**src/rtl/pong_score_pkg.sv**
```systemverilog
// Purpose : shared types and constants for the Pong score keeper.
// Latency : n/a (types, constants and one elaboration-time helper only).
// Backpr. : n/a.
//
// Contents:
//   score_state_t : match sequencer states (IDLE, PLAY, HOLD, OVER)
//   bcd_digit_t   : one packed BCD digit
//   WIN_*         : encodings driven on the winner output
//   bcd_pair      : splits a binary 0..99 into {tens, ones} BCD digits
package pong_pkg;

  typedef enum logic [1:0] {
    IDLE = 2'd0,
    PLAY = 2'd1,
    HOLD = 2'd2,
    OVER = 2'd3
  } score_state_t;

  typedef logic [3:0] bcd_digit_t;

  localparam logic [1:0] WIN_NONE = 2'b00;
  localparam logic [1:0] WIN_P1   = 2'b01;
  localparam logic [1:0] WIN_P2   = 2'b10;
  localparam logic [1:0] WIN_TIE  = 2'b11;

  // Used only on elaboration constants (the win target), never on live data.
  function automatic logic [7:0] bcd_pair(input int unsigned value);
    bcd_digit_t tens;
    bcd_digit_t ones;
    tens = 4'((value / 10) % 10);
    ones = 4'(value % 10);
    return {tens, ones};
  endfunction

endpackage

```
**src/rtl/pong_score_bcd2_counter.sv**
```systemverilog
// Purpose : two-digit BCD up-counter (00..99, saturating) for one player.
// Latency : registered digits update on the edge after inc/clr; the next
//           value is also exported combinationally for look-ahead compares.
// Backpr. : none; inc is a plain strobe and is honoured every cycle.
//
// Ports:
//   clk, reset_n      : clock, asynchronous active-low reset
//   inc               : add one to the score this cycle
//   clr               : clear the score to 00 (wins over inc)
//   ones_o, tens_o    : registered BCD digits
//   ones_nxt_o,
//   tens_nxt_o        : value the digits will take after the next edge
module bcd2_counter
  import pong_pkg::*;
(
  input  logic       clk,
  input  logic       reset_n,
  input  logic       inc,
  input  logic       clr,
  output logic [3:0] ones_o,
  output logic [3:0] tens_o,
  output logic [3:0] ones_nxt_o,
  output logic [3:0] tens_nxt_o
);

  localparam bcd_digit_t BCD_ZERO = 4'd0;
  localparam bcd_digit_t BCD_NINE = 4'd9;

  bcd_digit_t ones_q, ones_d;
  bcd_digit_t tens_q, tens_d;

  always_comb begin
    ones_d = ones_q;
    tens_d = tens_q;
    if (clr) begin
      ones_d = BCD_ZERO;
      tens_d = BCD_ZERO;
    end else if (inc) begin
      if (ones_q == BCD_NINE) begin
        // 99 holds: the score display never rolls back over to 00.
        if (tens_q != BCD_NINE) begin
          ones_d = BCD_ZERO;
          tens_d = tens_q + 4'd1;
        end
      end else begin
        ones_d = ones_q + 4'd1;
      end
    end
  end

  always_ff @(posedge clk or negedge reset_n) begin
    if (!reset_n) begin
      ones_q <= BCD_ZERO;
      tens_q <= BCD_ZERO;
    end else begin
      ones_q <= ones_d;
      tens_q <= tens_d;
    end
  end

  assign ones_o     = ones_q;
  assign tens_o     = tens_q;
  assign ones_nxt_o = ones_d;
  assign tens_nxt_o = tens_d;

endmodule

```
**src/rtl/pong_score.sv**
```systemverilog
// Purpose : two-player Pong score keeper and match sequencer.
// Latency : one edge from a start/point strobe to updated digits and flags.
// Backpr. : none; strobes outside PLAY (or during the post-point hold) are
//           dropped, start is always accepted.
//
// Ports:
//   clk, reset_n          : clock, asynchronous active-low reset
//   start                 : clear scores and begin play (beats point strobes)
//   p1_point, p2_point    : one-cycle point strobes from the collision logic
//   dig0 / dig1           : player 1 ones / tens digit (BCD)
//   dig2 / dig3           : player 2 ones / tens digit (BCD)
//   playing, hold,
//   game_over             : state decodes (PLAY, HOLD, OVER)
//   winner                : 01 p1, 10 p2, 11 tie, 00 undecided
module pong_score
  import pong_pkg::*;
#(
  parameter int WIN_SCORE   = 11,
  parameter int HOLD_CYCLES = 25_000_000
) (
  input  logic       clk,
  input  logic       reset_n,
  input  logic       start,
  input  logic       p1_point,
  input  logic       p2_point,
  output logic [3:0] dig0,
  output logic [3:0] dig1,
  output logic [3:0] dig2,
  output logic [3:0] dig3,
  output logic       playing,
  output logic       hold,
  output logic       game_over,
  output logic [1:0] winner
);

  // A one-cycle hold needs a counter that only ever holds 0, so keep at
  // least one bit rather than letting $clog2 collapse the width to zero.
  localparam int HCW = (HOLD_CYCLES > 1) ? $clog2(HOLD_CYCLES) : 1;
  localparam logic [HCW-1:0] HOLD_LOAD = HCW'(HOLD_CYCLES - 1);

  localparam logic [7:0] WIN_BCD = bcd_pair(WIN_SCORE);
  localparam bcd_digit_t WIN_T   = WIN_BCD[7:4];
  localparam bcd_digit_t WIN_O   = WIN_BCD[3:0];

  score_state_t   state_q, state_d;
  logic [HCW-1:0] cnt_q, cnt_d;
  logic [1:0]     win_q, win_d;

  logic       p1_inc, p2_inc;
  logic       p1_hit, p2_hit;
  logic [3:0] p1_ones, p1_tens, p1_ones_nxt, p1_tens_nxt;
  logic [3:0] p2_ones, p2_tens, p2_ones_nxt, p2_tens_nxt;

  // Points only count in PLAY, and a simultaneous start swallows them so
  // a restart never begins with a stray point on the board.
  assign p1_inc = !start && (state_q == PLAY) && p1_point;
  assign p2_inc = !start && (state_q == PLAY) && p2_point;

  // Compare the post-increment value so the winning point moves straight
  // to OVER instead of passing through an extra HOLD first.
  assign p1_hit = p1_inc && (p1_tens_nxt == WIN_T) && (p1_ones_nxt == WIN_O);
  assign p2_hit = p2_inc && (p2_tens_nxt == WIN_T) && (p2_ones_nxt == WIN_O);

  bcd2_counter u_p1_score (
    .clk        (clk),
    .reset_n    (reset_n),
    .inc        (p1_inc),
    .clr        (start),
    .ones_o     (p1_ones),
    .tens_o     (p1_tens),
    .ones_nxt_o (p1_ones_nxt),
    .tens_nxt_o (p1_tens_nxt)
  );

  bcd2_counter u_p2_score (
    .clk        (clk),
    .reset_n    (reset_n),
    .inc        (p2_inc),
    .clr        (start),
    .ones_o     (p2_ones),
    .tens_o     (p2_tens),
    .ones_nxt_o (p2_ones_nxt),
    .tens_nxt_o (p2_tens_nxt)
  );

  always_comb begin
    state_d = state_q;
    cnt_d   = cnt_q;
    win_d   = win_q;
    if (start) begin
      state_d = PLAY;
      cnt_d   = '0;
      win_d   = WIN_NONE;
    end else begin
      unique case (state_q)
        PLAY: begin
          if (p1_inc || p2_inc) begin
            if (p1_hit && p2_hit) begin
              state_d = OVER;
              win_d   = WIN_TIE;
            end else if (p1_hit) begin
              state_d = OVER;
              win_d   = WIN_P1;
            end else if (p2_hit) begin
              state_d = OVER;
              win_d   = WIN_P2;
            end else begin
              state_d = HOLD;
              cnt_d   = HOLD_LOAD;
            end
          end
        end
        // Loaded with HOLD_CYCLES-1 and left on the zero count, so the
        // hold flag is up for exactly HOLD_CYCLES cycles.
        HOLD: begin
          if (cnt_q == '0) begin
            state_d = PLAY;
          end else begin
            cnt_d = cnt_q - 1'b1;
          end
        end
        IDLE: ;
        OVER: ;
        default: state_d = IDLE;
      endcase
    end
  end

  always_ff @(posedge clk or negedge reset_n) begin
    if (!reset_n) begin
      state_q <= IDLE;
      cnt_q   <= '0;
      win_q   <= WIN_NONE;
    end else begin
      state_q <= state_d;
      cnt_q   <= cnt_d;
      win_q   <= win_d;
    end
  end

  assign dig0      = p1_ones;
  assign dig1      = p1_tens;
  assign dig2      = p2_ones;
  assign dig3      = p2_tens;
  assign playing   = (state_q == PLAY);
  assign hold      = (state_q == HOLD);
  assign game_over = (state_q == OVER);
  assign winner    = win_q;

endmodule
```
**config.mk**
```make
export PLATFORM = sky130hd
export DESIGN_NAME = pong_score
export DESIGN_NICKNAME = d
export VERILOG_FILES = /design/src/rtl/pong_score_pkg.sv /design/src/rtl/pong_score_bcd2_counter.sv /design/src/rtl/pong_score.sv
export SDC_FILE = /design/constraint.sdc
export NUM_CORES = 1
export LEC_CHECK = 0
export BUFFER_PORTS_ARGS = -buffer_cell sky130_fd_sc_hd__buf_4
export CAP_MARGIN = 25
export CORE_MARGIN = 5
export CORE_UTILIZATION = 45
export DETAILED_ROUTE_END_ITERATION = 12
export PLACE_DENSITY = 0.75
export SLEW_MARGIN = 40
export SYNTH_ARGS = -nofsm -noshare
export SYNTH_HDL_FRONTEND = slang
export SYNTH_SLANG_ARGS = --single-unit
```
**constraint.sdc**
```tcl
create_clock -name clk -period 5.5 [get_ports clk]
set_clock_uncertainty 0.05 [all_clocks]
set_input_delay 1.1 -clock clk [delete_from_list [all_inputs] [get_ports clk]]
set_output_delay 1.1 -clock clk [all_outputs]
set_load 0.05 [all_outputs]
```
==> reports/metrics.cfg <==
[status]
status = completed

[routing]
routed-wl-met3_um = 268
wl_met2_mm = 2.99
top_layer_used = met4
drt-total-wl_mm = 6.08
dr.pass1.iters = 5
wl_per_cell_um = 15.3
vias = 2411
drt_iter0_markers = 243
ant_nets = 0
drc = 0
wl_met1_mm = 2.79
routed_via_density = 6.06

[synthesis]
synth_edf_count = 0
syn-cell-area_um2 = 2740
yosys_most_used_dff = dfrtp_1
syn_nets = 316
synth_cells = 302
ys_seq_area_share_pct = 41.1
synth_top_area_cell = dfrtp_1
ys_async_sr_fraction_pct = 100
synth_area_leaders = dfrtp_1, a21oi_1, ha_1
ys_ff_latch = 45
synth_top_area_share_pct = 41.1
yosysWarnings = 0
syn_avg_cell_area_um2 = 9.07
ys_types = 56

[worst_setup_path]
critPathSlowestCell = or4b_4
startpoint_type = input pin
regToRegSetupSlack_ps = 2170
critPathMaxFanout = 39
worstSetupEndpointType = flip-flop
crit_start = start
worstPathArrival_ps = 3900
critPathTopFamily = simple AND/OR/NAND/NOR gates
cpPeakStageDelay_ps = 560
rr_endpoint = cnt_q[1]
crit_type = input pin to flip-flop
r2r_start = u_p2_score.ones_o[1]
required_ps = 5640
path_cells = buf_4, inv_1, nand2_1, nand2_2, or4_1, or4b_4, nand3_2, mux2_2
ff2ff_path_depth = 9
cp_num_buf_inv = 2

[layout]
multi_input_area_um2 = 1480
mostFrequentLayoutCell = dfrtp_1
fin_nets = 337
num_antenna_cells = 0
final_cell_mix = dfrtp_1, nor2_1, buf_4, a21oi_1, nand2_1
drive_gt1_share_pct = 12.7
syn2layout_area_growth_pct = 11.1
regArea_um2 = 1130
n_fill_cell = 548
final_area_um2 = 3040

[floorplanning]
rows = 28
io_pins = 26
coreArea_um2 = 5920
die_y_um = 88.0
dieArea_um2 = 7750
die_w_um = 88.0
initial_core_util_pct = 46.3

[timing]
setup_slack_ps = 1730
min_period_ps = 3770
hold-worst-slack_ps = 470
fin_tns_setup_ps = 0
rsz0062_at_grt = false
slew_headroom_pct = 61.8
clock.fmax_mhz = 266
final-hold-violation-count = 0
drv_slew = 0
setup_viol = 0
max_slew.worst_pin.slew_ps = 572
fin_crit_sh_pct = 68.5

[cts]
h-tree-depth = 2
post_cts_resized = 0
cts_tree = done
cts_hold_buf = 0
clockRootBuffer = clkbuf_8
cts_buffers = 5
clockBufferDepth = 2
clkTransAtPathRegs_ps = 80
clock_latency_ps = 300
cts_num_sinks = 45
post_cts_buffers = 0

[hold_path]
hp-class = flip-flop to flip-flop
hold_depth = 2
holdPathEnd = cnt_q[20]
holdCritStartpoint = cnt_q[20]

[power_and_ir_drop]
powerDensity_nw_per_um2 = 275
p_leak_nw = 1.33
irDropWorstVdd_mv = 0.113

[placement]
postPlaceCellArea_um2 = 2960
pre_cts_ws_ps = 1420
gp_congestion = 0.842
port_buffers = 25
dp_hpwl_mm = 4.18

[global_routing]
grt_use_total_pct = 16.5
grt_overflow = 0
grt_pass1_vias = 2241
antenna_found_initial = 0
grt_max_degree = 46
grt_pass1_wl_mm = 10.3

[job]
cap_violations = 0

report_power, final:
group | internal, W | leakage, nW | switching [W]
combinational | 0.0000814 | 0.698 | 0.000145
clock | 0.0000998 | 0.0443 | 0.000107
sequential | 0.000364 | 0.591 | 0.0000390
worst reg2reg max path, delay by kind of cell (launching register included):
| family | cells | cell delay [ps] |
|---|---|---|
| and+or+nand+nor | 5 | 1980 |
| DFF | 1 | 440 |
| adders and majority gates | 1 | 180 |
| muxes | 1 | 400 |
| xor gates and xnor gates | 1 | 100 |
| buffers and inverters | 1 | 70 |
synth_stat cells (3+ instances only):
cell	instances
and3_1	4
clkbuf_1	6
ha_1	9
a21oi_1	23
a31oi_1	3
dfrtp_1	45
nand2_1	20
o21ai_0	10
nand2b_1	3
mux2i_1	6
nor2_1	29
buf_6	3
nand4_1	5
o2bb2ai_1	4
a221oi_1	6
o31ai_1	7
a22o_1	3
nand3b_1	6
or4_1	6
nor3_1	13
xor2_1	3
or3_1	4
nand3_1	15
xnor2_1	8
inv_1	18
state kept, by name, indices dropped and copies added (netlist names):
signal	flops
cnt_q	25
u_p1_score.ones_o	4
u_p1_score.tens_o	4
u_p2_score.ones_o	4
u_p2_score.tens_o	4
state_q	2
winner	2
cell families (layout without fill, tap and decap cells):
logic type      Yosys count  in the layout  share of synthesized area, %
simple gates            125            125                          24.9
compound gates           76             76                          18.9
flops                    45             45                          41.1
buf+inv                  29             50                          4.84
xor+xnor                 11             11                          3.52
fa+ha+maj                 9              9                          4.11
mux                       7              7                          2.60
cell type report:
type | instances | share of cell area [%]
Multi-Input combinational cell | 228 | 48.7
Inverter | 18 | 2.22
Timing Repair Buffer | 25 | 6.17
Sequential cell | 45 | 37.0
Clock buffer | 7 | 2.84
Tap cell | 75 | 3.09
per-stage QoR:
step	util (%)	power, W	instances
floorplan	-	0.000579	302
global placement	49.9	0.000629	391
detailed placement	49.9	0.000634	391
CTS	51.4	0.000841	398
global route	51.4	0.000882	398
finish	51.4	0.000836	398
metal layers:
layer  vias to the layer above  GRT usage, %
met5                         -             0
met4                         0          4.95
met3                         5          3.57
met2                        68          27.4
met1                      1175          21.7
li1                       1163             -
how the worst max path moves through the flow:
stage,cells after the start,end,slack [ps]
CTS,8,cnt_q[1],1740
finish,8,cnt_q[1],1730
detailed placement,8,cnt_q[1],1420
global placement,8,cnt_q[1],1500
floorplan,7,cnt_q[1],2180
global route,8,cnt_q[1],1540
No activity file was read; power rests on OpenSTA's default activity.
